## src/rtl/alu_issue_stage.sv

```systemverilog
// ID/EX issue register feeding the ALU. It resolves rs/rt forwarding from EX/MEM and MEM/WB
// and raises the load-use hazard request toward IF/ID.
module alu_issue_stage #(
    parameter int unsigned DATA_W  = 32,
    parameter int unsigned REG_AW  = 5,
    parameter logic [5:0]  NOP_FUN = 6'b000000
) (
    input  logic              clk,
    input  logic              reset,
    input  logic              stall,
    input  logic              flush,
    input  logic [DATA_W-1:0] id_rs_data,
    input  logic [DATA_W-1:0] id_rt_data,
    input  logic [DATA_W-1:0] id_imm,
    input  logic [4:0]        id_shamt,
    input  logic [REG_AW-1:0] id_rs,
    input  logic [REG_AW-1:0] id_rt,
    input  logic [REG_AW-1:0] id_dst,
    input  logic [5:0]        id_alufun,
    input  logic              id_sign,
    input  logic              id_alusrc1,
    input  logic              id_alusrc2,
    input  logic              id_regwrite,
    input  logic              id_memread,
    input  logic              id_memwrite,
    input  logic              exmem_regwrite,
    input  logic [REG_AW-1:0] exmem_dst,
    input  logic [DATA_W-1:0] exmem_data,
    input  logic              memwb_regwrite,
    input  logic [REG_AW-1:0] memwb_dst,
    input  logic [DATA_W-1:0] memwb_data,
    output logic [DATA_W-1:0] alu_a,
    output logic [DATA_W-1:0] alu_b,
    output logic [5:0]        alu_fun,
    output logic              alu_sign,
    output logic [DATA_W-1:0] ex_store_data,
    output logic [REG_AW-1:0] ex_dst,
    output logic              ex_regwrite,
    output logic              ex_memread,
    output logic              ex_memwrite,
    output logic              load_use_stall
);

    localparam int unsigned SHAMT_W = 5;
    localparam int unsigned FUN_W   = 6;

    logic [DATA_W-1:0]  rs_data_q, rs_data_d;
    logic [DATA_W-1:0]  rt_data_q, rt_data_d;
    logic [DATA_W-1:0]  imm_q, imm_d;
    logic [SHAMT_W-1:0] shamt_q, shamt_d;
    logic [REG_AW-1:0]  rs_q, rs_d;
    logic [REG_AW-1:0]  rt_q, rt_d;
    logic [REG_AW-1:0]  dst_q, dst_d;
    logic [FUN_W-1:0]   alufun_q, alufun_d;
    logic               sign_q, sign_d;
    logic               alusrc1_q, alusrc1_d;
    logic               alusrc2_q, alusrc2_d;
    logic               regwrite_q, regwrite_d;
    logic               memread_q, memread_d;
    logic               memwrite_q, memwrite_d;

    logic [DATA_W-1:0]  fwd_rs;
    logic [DATA_W-1:0]  fwd_rt;

    // Next-state: flush beats stall, stall beats load. A bubble matches the reset image.
    always_comb begin
        rs_data_d  = rs_data_q;
        rt_data_d  = rt_data_q;
        imm_d      = imm_q;
        shamt_d    = shamt_q;
        rs_d       = rs_q;
        rt_d       = rt_q;
        dst_d      = dst_q;
        alufun_d   = alufun_q;
        sign_d     = sign_q;
        alusrc1_d  = alusrc1_q;
        alusrc2_d  = alusrc2_q;
        regwrite_d = regwrite_q;
        memread_d  = memread_q;
        memwrite_d = memwrite_q;
        if (flush) begin
            rs_data_d  = '0;
            rt_data_d  = '0;
            imm_d      = '0;
            shamt_d    = '0;
            rs_d       = '0;
            rt_d       = '0;
            dst_d      = '0;
            alufun_d   = NOP_FUN;
            sign_d     = 1'b1;
            alusrc1_d  = 1'b0;
            alusrc2_d  = 1'b0;
            regwrite_d = 1'b0;
            memread_d  = 1'b0;
            memwrite_d = 1'b0;
        end else if (!stall) begin
            rs_data_d  = id_rs_data;
            rt_data_d  = id_rt_data;
            imm_d      = id_imm;
            shamt_d    = id_shamt;
            rs_d       = id_rs;
            rt_d       = id_rt;
            dst_d      = id_dst;
            alufun_d   = id_alufun;
            sign_d     = id_sign;
            alusrc1_d  = id_alusrc1;
            alusrc2_d  = id_alusrc2;
            regwrite_d = id_regwrite;
            memread_d  = id_memread;
            memwrite_d = id_memwrite;
        end
    end

    always_ff @(posedge clk or negedge reset) begin
        if (!reset) begin
            rs_data_q  <= '0;
            rt_data_q  <= '0;
            imm_q      <= '0;
            shamt_q    <= '0;
            rs_q       <= '0;
            rt_q       <= '0;
            dst_q      <= '0;
            alufun_q   <= NOP_FUN;
            sign_q     <= 1'b1;
            alusrc1_q  <= 1'b0;
            alusrc2_q  <= 1'b0;
            regwrite_q <= 1'b0;
            memread_q  <= 1'b0;
            memwrite_q <= 1'b0;
        end else begin
            rs_data_q  <= rs_data_d;
            rt_data_q  <= rt_data_d;
            imm_q      <= imm_d;
            shamt_q    <= shamt_d;
            rs_q       <= rs_d;
            rt_q       <= rt_d;
            dst_q      <= dst_d;
            alufun_q   <= alufun_d;
            sign_q     <= sign_d;
            alusrc1_q  <= alusrc1_d;
            alusrc2_q  <= alusrc2_d;
            regwrite_q <= regwrite_d;
            memread_q  <= memread_d;
            memwrite_q <= memwrite_d;
        end
    end

    // Forwarding: EX/MEM is the younger result and wins. r0 is hardwired, so it is never forwarded.
    always_comb begin
        fwd_rs = rs_data_q;
        fwd_rt = rt_data_q;
        if (exmem_regwrite && (exmem_dst != '0) && (exmem_dst == rs_q)) begin
            fwd_rs = exmem_data;
        end else if (memwb_regwrite && (memwb_dst != '0) && (memwb_dst == rs_q)) begin
            fwd_rs = memwb_data;
        end
        if (exmem_regwrite && (exmem_dst != '0) && (exmem_dst == rt_q)) begin
            fwd_rt = exmem_data;
        end else if (memwb_regwrite && (memwb_dst != '0) && (memwb_dst == rt_q)) begin
            fwd_rt = memwb_data;
        end
    end

    assign alu_a          = alusrc1_q ? DATA_W'(shamt_q) : fwd_rs;
    assign alu_b          = alusrc2_q ? imm_q : fwd_rt;
    assign alu_fun        = alufun_q;
    assign alu_sign       = sign_q;
    assign ex_store_data  = fwd_rt;
    assign ex_dst         = dst_q;
    assign ex_regwrite    = regwrite_q;
    assign ex_memread     = memread_q;
    assign ex_memwrite    = memwrite_q;

    assign load_use_stall = memread_q && (dst_q != '0) && ((dst_q == id_rs) || (dst_q == id_rt));

endmodule

```

## config.mk

```make
export PLATFORM = sky130hd
export DESIGN_NAME = alu_issue_stage
export DESIGN_NICKNAME = d
export VERILOG_FILES = /design/src/rtl/alu_issue_stage.sv
export SDC_FILE = /design/constraint.sdc
export NUM_CORES = 1
export LEC_CHECK = 0
export CAP_MARGIN = 20
export CORE_MARGIN = 2
export CORE_UTILIZATION = 39
export DETAILED_ROUTE_END_ITERATION = 10
export GPL_TIMING_DRIVEN = 0
export PLACE_DENSITY = 0.77
export SYNTH_ARGS = -nofsm -noshare
export SYNTH_HDL_FRONTEND = slang
export SYNTH_SLANG_ARGS = --single-unit
```

## constraint.sdc

```tcl
create_clock -name clk -period 4.32 [get_ports clk]
set_input_delay 1.08 -clock clk [delete_from_list [all_inputs] [get_ports clk]]
set_output_delay 1.08 -clock clk [all_outputs]
set_load 0.02 [all_outputs]
```

==> metrics.csv, run 1 <==
stage,metric,value,unit
drt,final wirelength,35000,um
placed_design,Area after DPL,0.0119,mm2
die,FP Rows,53,
die,IO Pins,320,
die,die span in y,150,um
power_and_ir_drop,Tot Pwr,3970,uW
synthesis,Mapped Area,0.00832,mm2
drt,antenna-violating nets left,0,
clock_network,CTS root buf,clkbuf_16,
die,Initial Util,39.7,%
synthesis,Post-synth EDFFs,0,
synthesis,asr flop ratio synth,100,%
layout,register area,0.00320,mm2
drt,vias per cell,5.55,
power_and_ir_drop,Leak,0.00577,uW
setup_path,crit path DAT,3.21,ns
clock_network,Clock transition at path regs,0.05,ns
clock_network,TritonCTS clock tree,yes,
power_and_ir_drop,peak supply drop,0.000266,V
sta,RSZ-0062 raised after global routing,yes,
sta,fin crit share,99.3,%
drt,DR DRC count,0,
placed_design,Port Buf Inserts,318,
clock_network,Clock Path Buffers,2,
setup_path,crit-path max FO,6,
synthesis,largest area contributor in the netlist,dfrtp_1,
sta,final hold vios,0,
synthesis,synth warn,0,
sta,clock skew,0,ns
layout,final instance area,0.0131,mm2
global_routing,vias in the first global route,8808,
setup_path,Worst EP required,3.24,ns
flow_run,MaxCap Viol Count,0,
sta,Slew Limit Fails,0,
die,core region area,0.0210,mm2
sta,Slew headroom,33.7,%
setup_path,FF-to-FF setup slack,2.34,ns
global_routing,gr ovfl total,0,
setup_path,critical path type,primary input to output port,
placed_design,Final GP Congestion,0.846,
layout,area of the multi-input gates,0.00507,mm2
sta,Slew @ Worst Pin,0.995,ns
clock_network,clock latency on the worst-skew pair,0.42,ns
drt,Starting DRT DRC Count,477,
sta,maximum clock rate,233,MHz
clock_network,number of buffers created by CTS,17,
synthesis,Synth area leaders,"dfrtp_1 (38%), mux2i_1 (16%), nor2_1 (7.5%), o31ai_4 (6.4%), nand2_1 (4.0%)",
layout,nets,1453,
run_status,status,"complete, no violations",
synthesis,syn avg cell area,9.54,um2
layout,Layout area overhead,57.9,%
drt,via count,8511,
sta,final setup vio count,0,
worst_hold_path,Min-Delay Path Class,register to register,
power_and_ir_drop,pwr dens,302,mW/mm2
global_routing,All-Layer GR Usage,30.6,%
synthesis,Synth Flop Type,dfrtp_1,
global_routing,largest net degree at the start of global routing,67,
clock_network,htree depth,4,
drt,router iterations before antenna repair,5,
synthesis,Synth Net Count,1080,
layout,share of post-route cells with drive strength above 1,23.1,%
layout,Filler cells,1812,
synthesis,Mapped Cells,872,
drt,WL/cell,22.8,um
setup_path,critical path startpoint category,primary input,
synthesis,"Seq/Total Area, Yosys",38.5,%
sta,fin crit period,4.29,ns
global_routing,first-pass GRT wire length,51300,um
synthesis,Synth cell types,39,
die,chip width,150,um
setup_path,crit path capture type,output port,
placed_design,Detailed Place HPWL,25000,um
synthesis,share of the synthesized area in the top cell type,38.2,%
global_routing,initial antenna violation count,1,
die,Total Die Area,0.0225,mm2
clock_network,clock sinks,128,
synthesis,"flops & latches, synth",128,
==> worst max-delay path: stages <==
cell and delay (ns):
buf_2 0.14, xor2_2 0.18, or4b_4 0.56, buf_8 0.16, or3_4 0.43, a211oi_4 0.25, buf_4 0.16, o31ai_4 0.06
buf_6 0.18
==> state kept, by name, indices dropped and copies added, names as in the netlist, 5 cells and up <==
| name | cells |
|---|---|
| rs_data_q | 32 |
| imm_q | 32 |
| ex_dst | 5 |
| rt_q | 5 |
| shamt_q | 5 |
| alu_fun | 6 |
| rt_data_q | 32 |
| rs_q | 5 |
==> worst paths after layout <==
| path | cells after the start | startpoint | endpoint |
|---|---|---|---|
| max | 9 | memwb_dst[0] | alu_b[9] |
| min | 2 | rs_data_q[21] | rs_data_q[21] |
| max reg2reg | 4 | alusrc2_q | alusrc2_q |
| min reg2reg | 2 | rs_data_q[21] | rs_data_q[21] |
| max in group asynchronous | 2 | reset | alu_sign |
| min in group asynchronous | 1 | reset | rs_data_q[9] |
==> per-layer routing <==
metal	GRT usage, %	part of all wire [%]
met1	37.2	40
met2	51.1	48
met3	8.54	9.0
met4	12.9	3.1
met5	0	0
==> cells in the mapped netlist, drive strengths merged, types with 2 or more instances <==
cell / instances
nor4: 28
nor2b: 2
nor4b: 5
mux2: 27
nand2: 89
o31ai: 33
or4: 4
a211oi: 5
nor3: 34
dfrtp: 127
nor2: 167
nand4: 2
inv: 4
a31oi: 28
buf: 32
a221oi: 4
mux2i: 131
a311oi: 27
xor2: 16
or2: 2
clkbuf: 52
xnor2: 14
nand3: 29
==> what timing repair did <==
action                                 in CTS  in global routing
setup buffers                              33                  1
setup endpoints to repair                  96                 80
hold buffers                                0                  0
gates resized for setup                   419                 79
gates cloned                                4                  0
endpoints found under the hold margin       0                  0
pin swaps                                  22                  4
==> cell type report <==
| class | instances | area share [%] |
|---|---|---|
| Buffer | 82 | 4.39 |
| Antenna cell | 1 | 0.0190 |
| Clock inverter | 13 | 1.43 |
| Clock buffer | 18 | 3.27 |
| Timing Repair Buffer | 356 | 25.2 |
| Tap cell | 275 | 2.62 |
| Multi-Input combinational cell | 656 | 38.6 |
| Sequential cell | 128 | 24.4 |
| Inverter | 4 | 0.114 |
==> logic make-up after synthesis <==
family                 after synthesis  synth area share (%)
AND/OR/NAND/NOR                    366                  20.3
multiplexers                       158                  19.4
flip-flops                         128                  38.5
AO/OA/AOI/OAI                      102                  13.7
buffers and inverters               88                  4.92
XOR/XNOR                            30                  3.25
==> power by group <==
part | switching, uW | total, uW | leakage, uW | internal [uW]
registers | 58.0 | 1330 | 0.00170 | 1270
logic | 582 | 1100 | 0.00378 | 515
clock network | 582 | 1550 | 0.000292 | 965
total | 1220 | 3970 | 0.00577 | 2750
==> per-stage QoR <==
stage / setup TNS, ns / util (%) / hold slack, ns / std cells / worst slack (ns)
6_report: 0 / 62.7 / 0.518 / 1533 / 0.0285
5_1_grt: -0.189 / 62.7 / 0.544 / 1533 / -0.0741
4_1_cts: -0.0643 / 62.6 / 0.525 / 1532 / -0.0373
3_5_place_dp: -102.45 / 56.7 / 0.510 / 1466 / -1.37
3_3_place_gp: -516.52 / 56.5 / 0.499 / 1465 / -3.28
2_1_floorplan: 0 / - / 0.480 / 872 / 0.236
==> cell usage in the layout, fill, tap and decap left out, types with 4 or more instances in the layout <==
master and n:
a211oi_4 4, a311oi_1 21, a311oi_2 6, a31oi_1 17, a31oi_2 8, buf_1 7, buf_12 8, buf_2 36
buf_4 43, buf_6 14, buf_8 5, bufinv_16 4, clkbuf_1 36, clkbuf_16 17, clkbuf_2 26, clkdlybuf4s15_1 5
clkdlybuf4s15_2 14, clkdlybuf4s50_1 210, dfrtp_1 127, dlygate4sd2_1 25, inv_1 4, mux2_2 19, mux2_4 8, mux2i_1 131
nand2_1 88, nand3_1 29, nor2_1 165, nor3_1 33, nor4_1 25, nor4b_4 5, o31ai_2 4, o31ai_4 26
xnor2_1 14, xor2_1 11, xor2_4 4
(Power assumes the default switching activity.)
==> run 2, diff against run 1 <==
Settings changed: ABC_CLOCK_PERIOD_IN_PS set to 4320.
==> results of run 2 <==
The final DEF is identical to that of run 1; final timing and power are the same.
